===== src/rtl/trdb_stage_regs_if.sv =====
// Retirement port of the trace staging pipe: core-side handshake and
// instruction payload plus downstream stall/flush controls.
interface trdb_stage_regs_if #(
  parameter int XLEN = 32
);
  logic            inst_valid_i;
  logic            ready_o;
  logic            stall_i;
  logic            flush_i;
  logic [XLEN-1:0] iaddr_i;
  logic [XLEN-1:0] inst_data_i;
  logic            compressed_i;
  logic            exception_i;

  modport master (
    output inst_valid_i,
    output stall_i,
    output flush_i,
    output iaddr_i,
    output inst_data_i,
    output compressed_i,
    output exception_i,
    input  ready_o
  );

  modport slave (
    input  inst_valid_i,
    input  stall_i,
    input  flush_i,
    input  iaddr_i,
    input  inst_data_i,
    input  compressed_i,
    input  exception_i,
    output ready_o
  );
endinterface


===== src/rtl/trdb_stage_regs.sv =====
// Trace encoder staging pipe: last/this/next-cycle views of the retired
// instruction stream, advancing only on an accepted retirement.
module trdb_stage_regs #(
  parameter int XLEN = 32
) (
  input  logic            clk_i,
  input  logic            rst_i,
  trdb_stage_regs_if.slave bus,
  output logic            lc_ready_o,
  output logic            tc_ready_o,
  output logic            nc_ready_o,
  output logic [XLEN-1:0] lc_iaddr_o,
  output logic [XLEN-1:0] tc_iaddr_o,
  output logic [XLEN-1:0] nc_iaddr_o,
  output logic [XLEN-1:0] nc_inst_data_o,
  output logic            tc_compressed_o,
  output logic            nc_compressed_o,
  output logic            lc_exception_o,
  output logic            tc_exception_o,
  output logic            nc_exception_o,
  output logic            shifted_o,
  output logic [1:0]      fill_o
);

  logic accept;

  assign bus.ready_o = !bus.stall_i;
  assign accept      = bus.inst_valid_i && !bus.stall_i;

  // Fields with no downstream consumer (lc data/compressed, tc data)
  // are not stored; they could never be observed.
  always_ff @(posedge clk_i) begin
    if (rst_i) begin
      lc_ready_o      <= 1'b0;
      tc_ready_o      <= 1'b0;
      nc_ready_o      <= 1'b0;
      lc_iaddr_o      <= '0;
      tc_iaddr_o      <= '0;
      nc_iaddr_o      <= '0;
      nc_inst_data_o  <= '0;
      tc_compressed_o <= 1'b0;
      nc_compressed_o <= 1'b0;
      lc_exception_o  <= 1'b0;
      tc_exception_o  <= 1'b0;
      nc_exception_o  <= 1'b0;
      shifted_o       <= 1'b0;
      fill_o          <= 2'd0;
    end else if (bus.flush_i) begin
      lc_ready_o      <= 1'b0;
      tc_ready_o      <= 1'b0;
      lc_iaddr_o      <= '0;
      tc_iaddr_o      <= '0;
      tc_compressed_o <= 1'b0;
      lc_exception_o  <= 1'b0;
      tc_exception_o  <= 1'b0;
      if (accept) begin
        nc_ready_o      <= 1'b1;
        nc_iaddr_o      <= bus.iaddr_i;
        nc_inst_data_o  <= bus.inst_data_i;
        nc_compressed_o <= bus.compressed_i;
        nc_exception_o  <= bus.exception_i;
        shifted_o       <= 1'b1;
        fill_o          <= 2'd1;
      end else begin
        nc_ready_o      <= 1'b0;
        nc_iaddr_o      <= '0;
        nc_inst_data_o  <= '0;
        nc_compressed_o <= 1'b0;
        nc_exception_o  <= 1'b0;
        shifted_o       <= 1'b0;
        fill_o          <= 2'd0;
      end
    end else if (accept) begin
      lc_ready_o      <= tc_ready_o;
      lc_iaddr_o      <= tc_iaddr_o;
      lc_exception_o  <= tc_exception_o;
      tc_ready_o      <= nc_ready_o;
      tc_iaddr_o      <= nc_iaddr_o;
      tc_compressed_o <= nc_compressed_o;
      tc_exception_o  <= nc_exception_o;
      nc_ready_o      <= 1'b1;
      nc_iaddr_o      <= bus.iaddr_i;
      nc_inst_data_o  <= bus.inst_data_i;
      nc_compressed_o <= bus.compressed_i;
      nc_exception_o  <= bus.exception_i;
      shifted_o       <= 1'b1;
      fill_o          <= (fill_o == 2'd3) ? 2'd3 : fill_o + 2'd1;
    end else begin
      shifted_o <= 1'b0;
    end
  end

endmodule


===== src/flat_wrapper.sv =====
// flat-port wrapper written by rule: the top's interface ports become plain ports
module trdb_stage_regs_flat 
#(
  parameter int XLEN = 32
)
  (clk_i, rst_i, lc_ready_o, tc_ready_o, nc_ready_o, lc_iaddr_o, tc_iaddr_o, nc_iaddr_o, nc_inst_data_o, tc_compressed_o, nc_compressed_o, lc_exception_o, tc_exception_o, nc_exception_o, shifted_o, fill_o, bus_inst_valid_i, bus_stall_i, bus_flush_i, bus_iaddr_i, bus_inst_data_i, bus_compressed_i, bus_exception_i, bus_ready_o);
  trdb_stage_regs_if #(.XLEN(XLEN)) bus_i ();
  input  logic clk_i;
  input  logic rst_i;
  output logic lc_ready_o;
  output logic tc_ready_o;
  output logic nc_ready_o;
  output logic [XLEN-1:0] lc_iaddr_o;
  output logic [XLEN-1:0] tc_iaddr_o;
  output logic [XLEN-1:0] nc_iaddr_o;
  output logic [XLEN-1:0] nc_inst_data_o;
  output logic tc_compressed_o;
  output logic nc_compressed_o;
  output logic lc_exception_o;
  output logic tc_exception_o;
  output logic nc_exception_o;
  output logic shifted_o;
  output logic [1:0] fill_o;
  input wire logic [$bits(bus_i.inst_valid_i)-1:0] bus_inst_valid_i;
  input wire logic [$bits(bus_i.stall_i)-1:0] bus_stall_i;
  input wire logic [$bits(bus_i.flush_i)-1:0] bus_flush_i;
  input wire logic [$bits(bus_i.iaddr_i)-1:0] bus_iaddr_i;
  input wire logic [$bits(bus_i.inst_data_i)-1:0] bus_inst_data_i;
  input wire logic [$bits(bus_i.compressed_i)-1:0] bus_compressed_i;
  input wire logic [$bits(bus_i.exception_i)-1:0] bus_exception_i;
  output wire logic [$bits(bus_i.ready_o)-1:0] bus_ready_o;
  assign bus_i.inst_valid_i = bus_inst_valid_i;
  assign bus_i.stall_i = bus_stall_i;
  assign bus_i.flush_i = bus_flush_i;
  assign bus_i.iaddr_i = bus_iaddr_i;
  assign bus_i.inst_data_i = bus_inst_data_i;
  assign bus_i.compressed_i = bus_compressed_i;
  assign bus_i.exception_i = bus_exception_i;
  assign bus_ready_o = bus_i.ready_o;
  trdb_stage_regs #(.XLEN(XLEN)) u_core (.clk_i(clk_i), .rst_i(rst_i), .bus(bus_i), .lc_ready_o(lc_ready_o), .tc_ready_o(tc_ready_o), .nc_ready_o(nc_ready_o), .lc_iaddr_o(lc_iaddr_o), .tc_iaddr_o(tc_iaddr_o), .nc_iaddr_o(nc_iaddr_o), .nc_inst_data_o(nc_inst_data_o), .tc_compressed_o(tc_compressed_o), .nc_compressed_o(nc_compressed_o), .lc_exception_o(lc_exception_o), .tc_exception_o(tc_exception_o), .nc_exception_o(nc_exception_o), .shifted_o(shifted_o), .fill_o(fill_o));
endmodule

===== config.mk =====
export PLATFORM = sky130hd
export DESIGN_NAME = trdb_stage_regs_flat
export DESIGN_NICKNAME = d
export VERILOG_FILES = /design/src/rtl/trdb_stage_regs_if.sv /design/src/rtl/trdb_stage_regs.sv /design/src/flat_wrapper.sv
export SDC_FILE = /design/constraint.sdc
export NUM_CORES = 1
export LEC_CHECK = 0
export ABC_AREA = 1
export ABC_CLOCK_PERIOD_IN_PS = 1300
export BUFFER_PORTS_ARGS = -buffer_cell sky130_fd_sc_hd__buf_2
export CORE_MARGIN = 8
export CORE_UTILIZATION = 48
export CTS_CLUSTER_DIAMETER = 120
export DETAILED_ROUTE_END_ITERATION = 10
export PLACE_DENSITY = 0.82
export SYNTH_ARGS = -nofsm -noshare
export SYNTH_HDL_FRONTEND = slang
export SYNTH_SLANG_ARGS = --single-unit

===== constraint.sdc =====
create_clock -name clk_i -period 1.3 [get_ports clk_i]
set_clock_uncertainty 0.2 [all_clocks]
set_input_delay 0.13 -clock clk_i [delete_from_list [all_inputs] [get_ports clk_i]]
set_output_delay 0.13 -clock clk_i [all_outputs]
set_load 0.01 [all_outputs]

==> results.toml, run 1 <==
[synthesis]
syn_nets = 810
syn_avg_cell_area_sq_um = 7.04
synthCells = 739
yosysWarnings = 0
ys_ff_latch = 139
yosysUniqueCellTypes = 12
synth_area_sq_um = 5200
ys_seq_area_frac = 0.535

[clock_tree]
clock-sinks = 139
cts_buffer_depth = 2
cts-root-buf = "clkbuf_8"
cts_inserted_buffers = 17
htree_levels = 4

[place]
dp_hpwl_um = 10300
port_buffers = 210
globalplace.congestion = 0.805

[global_routing]
globalRouteTotalUtil = 0.697
grt.overflow.total = 94
antenna_found_initial = 10
grt_max_degree = 53

[floorplan]
pin_count = 211
num_rows = 38
die_h_um = 120
initial_utilization = 0.486
die_w_um = 120

[timing]
worst-ep-kind = "top-level output"
grt-worst-endpoint = "nc_inst_data_o[21]"

[status]
failed_stage = "5_1_grt"
status = "stopped before the end"
error = "[ERROR GRT-0232] Routing congestion too high. Check the congestion heatmap in the GUI."
cell families after synthesis:
family,synth area share
AOI/OAI and AO/OA,0.00241
DFF,0.535
buffers and inverters,0.0943
and+or+nand+nor,0.368
layer usage:
layer	overflow	track usage
met5	0	0.0347
met2	56	0.902
met3	1	0.504
met1	0	0.679
met4	37	0.758
synthesized netlist by cell type:
cell / instances / area, sq um
a21boi_0: 1 / 7.51
nor2_2: 2 / 12.5
inv_2: 2 / 7.51
nand3_1: 68 / 340
dfxtp_1: 139 / 2780
buf_4: 7 / 52.6
o21ai_0: 1 / 5.00
buf_2: 35 / 175
inv_1: 66 / 248
nand2_1: 275 / 1030
buf_1: 2 / 7.51
nor2_1: 141 / 529
through the flow:
| stage | setup WS (ps) | utilization | hold WS [ps] | std cells | instance area [sq um] |
|---|---|---|---|---|---|
| after floorplan | 236 | - | 33.1 | 739 | 5200 |
| after global placement | 102 | 0.603 | 117 | 1059 | 6450 |
| after detailed placement | 69.5 | 0.603 | 119 | 1059 | 6450 |
| after CTS | -26.5 | 0.924 | -18.8 | 1284 | 9890 |
repair_timing:
action	CTS
endpoints found under the setup margin	138
endpoints found under the hold margin	110
resized for setup	282
buffers inserted	57
hold buffers	137
==> run 2, diff against run 1 <==
CORE_UTILIZATION = 40   (was 48)
CTS_CLUSTER_DIAMETER = unset   (was 120)
PLACE_DENSITY = unset   (was 0.82)
PLACE_DENSITY_LB_ADDON = 0.15   (was unset)
==> run 2 against run 1 <==
Net effect:
- the run now ends clean
- synthesized area stayed put
- synthesized cell count stayed put
==> results.toml, run 2 <==
[global_routing]
grt.overflow.total = 0
antenna_found_initial = 0
use_met3 = 0.0832
grt_pass1_vias = 4932
grt_pass1_wl_um = 24200
grt_most_used_layer = "met2"
grt_use_met2 = 0.280
globalRouteTotalUtil = 0.181
met1_usage = 0.220
grt_max_degree = 71

[timing]
fin_setup_tns_ps = 0
rsz0062_at_grt = "no"
hold_violations = 0
max-slew-margin-rel = 0.800
drv_slew = 0
min_period_over_period = 0.969
period_needed_ps = 1260
setup_viol = 0
max_freq_ghz = 0.794
tightestPinTransition_ps = 300

[worst_setup_path]
r2r_slack_ps = 400
cp_cell_sequence = "buf_2"
required_ps = 970
r2r-start = "u_core.fill_o[1]"
crit_type = "reg -> out"
startpoint_type = "flop"
path_buf_inv = 1
r2r_cells = 4
cp.depth = 1
endpoint_kind = "primary output"
critical_path_arrival_ps = 930
cp_slowest_cell = "dfxtp_1"
critPathMaxFanout = 3
r2r_end = "u_core.fill_o[0]"
critPathTopFamily = "flip-flops"
slowest_delay_ps = 360

[clock_tree]
htree_levels = 4
cts_buffer_depth = 2
clock-sinks = 139
cts-root-buf = "clkbuf_16"
cts_tree = "built"
clk_pin_slew_ps = 50
cts_inserted_buffers = 17
clock_latency_ps = 420

[synthesis]
synthTopCellsByCount = "nand2_1 (275), nor2_1 (141), dfxtp_1 (139)"
yosys.area.top_type = "dfxtp_1"
synth_area_sq_um = 5200
synth_edf_count = 0
syn_nets = 810
yosysUniqueCellTypes = 12
ys_seq_area_frac = 0.535
synthCells = 739
syn_avg_cell_area_sq_um = 7.04
synth_most_common_cell = "nand2_1"
yosysWarnings = 0
async_flop_share = 0
ys_ff_latch = 139
yosysTopAreaCellShare = 0.535
synth_ff_type = "dfxtp_1"
ys_top_cells_by_area = "dfxtp_1 (54%), nand2_1 (20%), nor2_1 (10%)"

[routing]
dr.pass1.iters = 5
via_per_inst = 4.37
drc = 0
vias = 5210
route.antenna.remaining_nets = 0
finalWirelength_um = 15500
drtIter0Drc = 308
routedWlPerCell_um = 13.0

[power]
leakagePower_nw = 4.15
max-vdd-ir-drop_mv = 1.15
power_mw = 9.89
powerDensity_nw_per_um2 = 1270

[status]
status = "complete, no violations"

[hold_path]
hp-start = "rst_i"
whs_path_depth = 5
min_to = "u_core.tc_ready_o"
hp-class = "in -> reg"

[final_layout]
instances_no_fill = 1192
register_area_sq_um = 2810
n_antenna_cell = 0
final_util = 0.615
layout_common_cells = "nand2_1 (274), buf_2 (207), nor2_1 (140)"
fillers = 1183
drive_gt1_frac = 0.273
syn_to_final_growth_pct = 49.9
multi_input_area_sq_um = 1950
nets = 1081
final_common_cell = "nand2_1"

[place]
globalplace.congestion = 0.729
dp_cells = 1089
port_buffers = 210
dp_hpwl_um = 9880

[floorplan]
die_w_um = 130
coreArea_sq_um = 12700
die-area_sq_um = 16900
die_h_um = 130
initial_utilization = 0.410
pin_count = 211
num_rows = 41

[flow_run]
cap_violations = 0
## run 2: worst min-delay path, cell delays in order
cell and delay [ps]:
buf_2 110, nor2_4 60, buf_12 170, nand2_1 90, nor2_1 30
## run 2: layout make-up
| cell class | count | share of cell area |
|---|---|---|
| Clock buffer | 27 | 0.0658 |
| Timing Repair Buffer | 296 | 0.261 |
| Clock inverter | 2 | 0.00128 |
| Multi-Input combinational cell | 488 | 0.250 |
| Inverter | 68 | 0.0328 |
| Tap cell | 172 | 0.0276 |
| Sequential cell | 139 | 0.361 |
## run 2: kinds of logic (layout without fill, tap and decap cells)
logic type	count (synthesis)	count (layout)	synth area share
flops	139	139	0.535
buf+inv	112	393	0.0943
simple gates	486	486	0.368
compound gates	2	2	0.00241
## run 2: power by group
part	total, mW	internal (mW)	switching, mW
Clock	4.31	2.65	1.66
Sequential	4.51	4.42	0.0906
Combinational	1.07	0.506	0.567
Total	9.89	7.57	2.31
## run 2: worst max path at each step
stage	from	end	slack, ps
after floorplan	bus_stall_i	u_core.nc_iaddr_o[20]	240
after global placement	bus_inst_valid_i	u_core.lc_iaddr_o[20]	80
after detailed placement	bus_stall_i	u_core.nc_inst_data_o[3]	70
after CTS	u_core.tc_iaddr_o[27]	tc_iaddr_o[27]	0.5
after global routing	u_core.nc_exception_o	nc_exception_o	0.8
final	u_core.tc_iaddr_o[3]	tc_iaddr_o[3]	40
## run 2: per-layer routing
layer | vias up | part of all wire
met5 | - | 0
met4 | 0 | 0.012
met3 | 17 | 0.10
met2 | 186 | 0.45
met1 | 2260 | 0.44
li1 | 2747 | -
## run 2: repair_timing
action / in CTS / in global routing
cloned: 0 / 2
resized for setup: 2 / 25
buffers inserted: 0 / 1
endpoints found under the hold margin: 70 / 0
hold buffers: 71 / 0
endpoints found under the setup margin: 2 / 58
pin swaps: 0 / 1
## run 2: per-stage QoR
step                hold WS, ps  worst slack, ps  area [sq um]
floorplan                  33.1              236          5200
global placement            117             78.8          6450
detailed placement          120             65.1          6450
CTS                        7.77            0.457          7680
global route               23.9            0.825          7790
finish                     15.2             40.8          7790
Power figures use the tool's default switching activity.
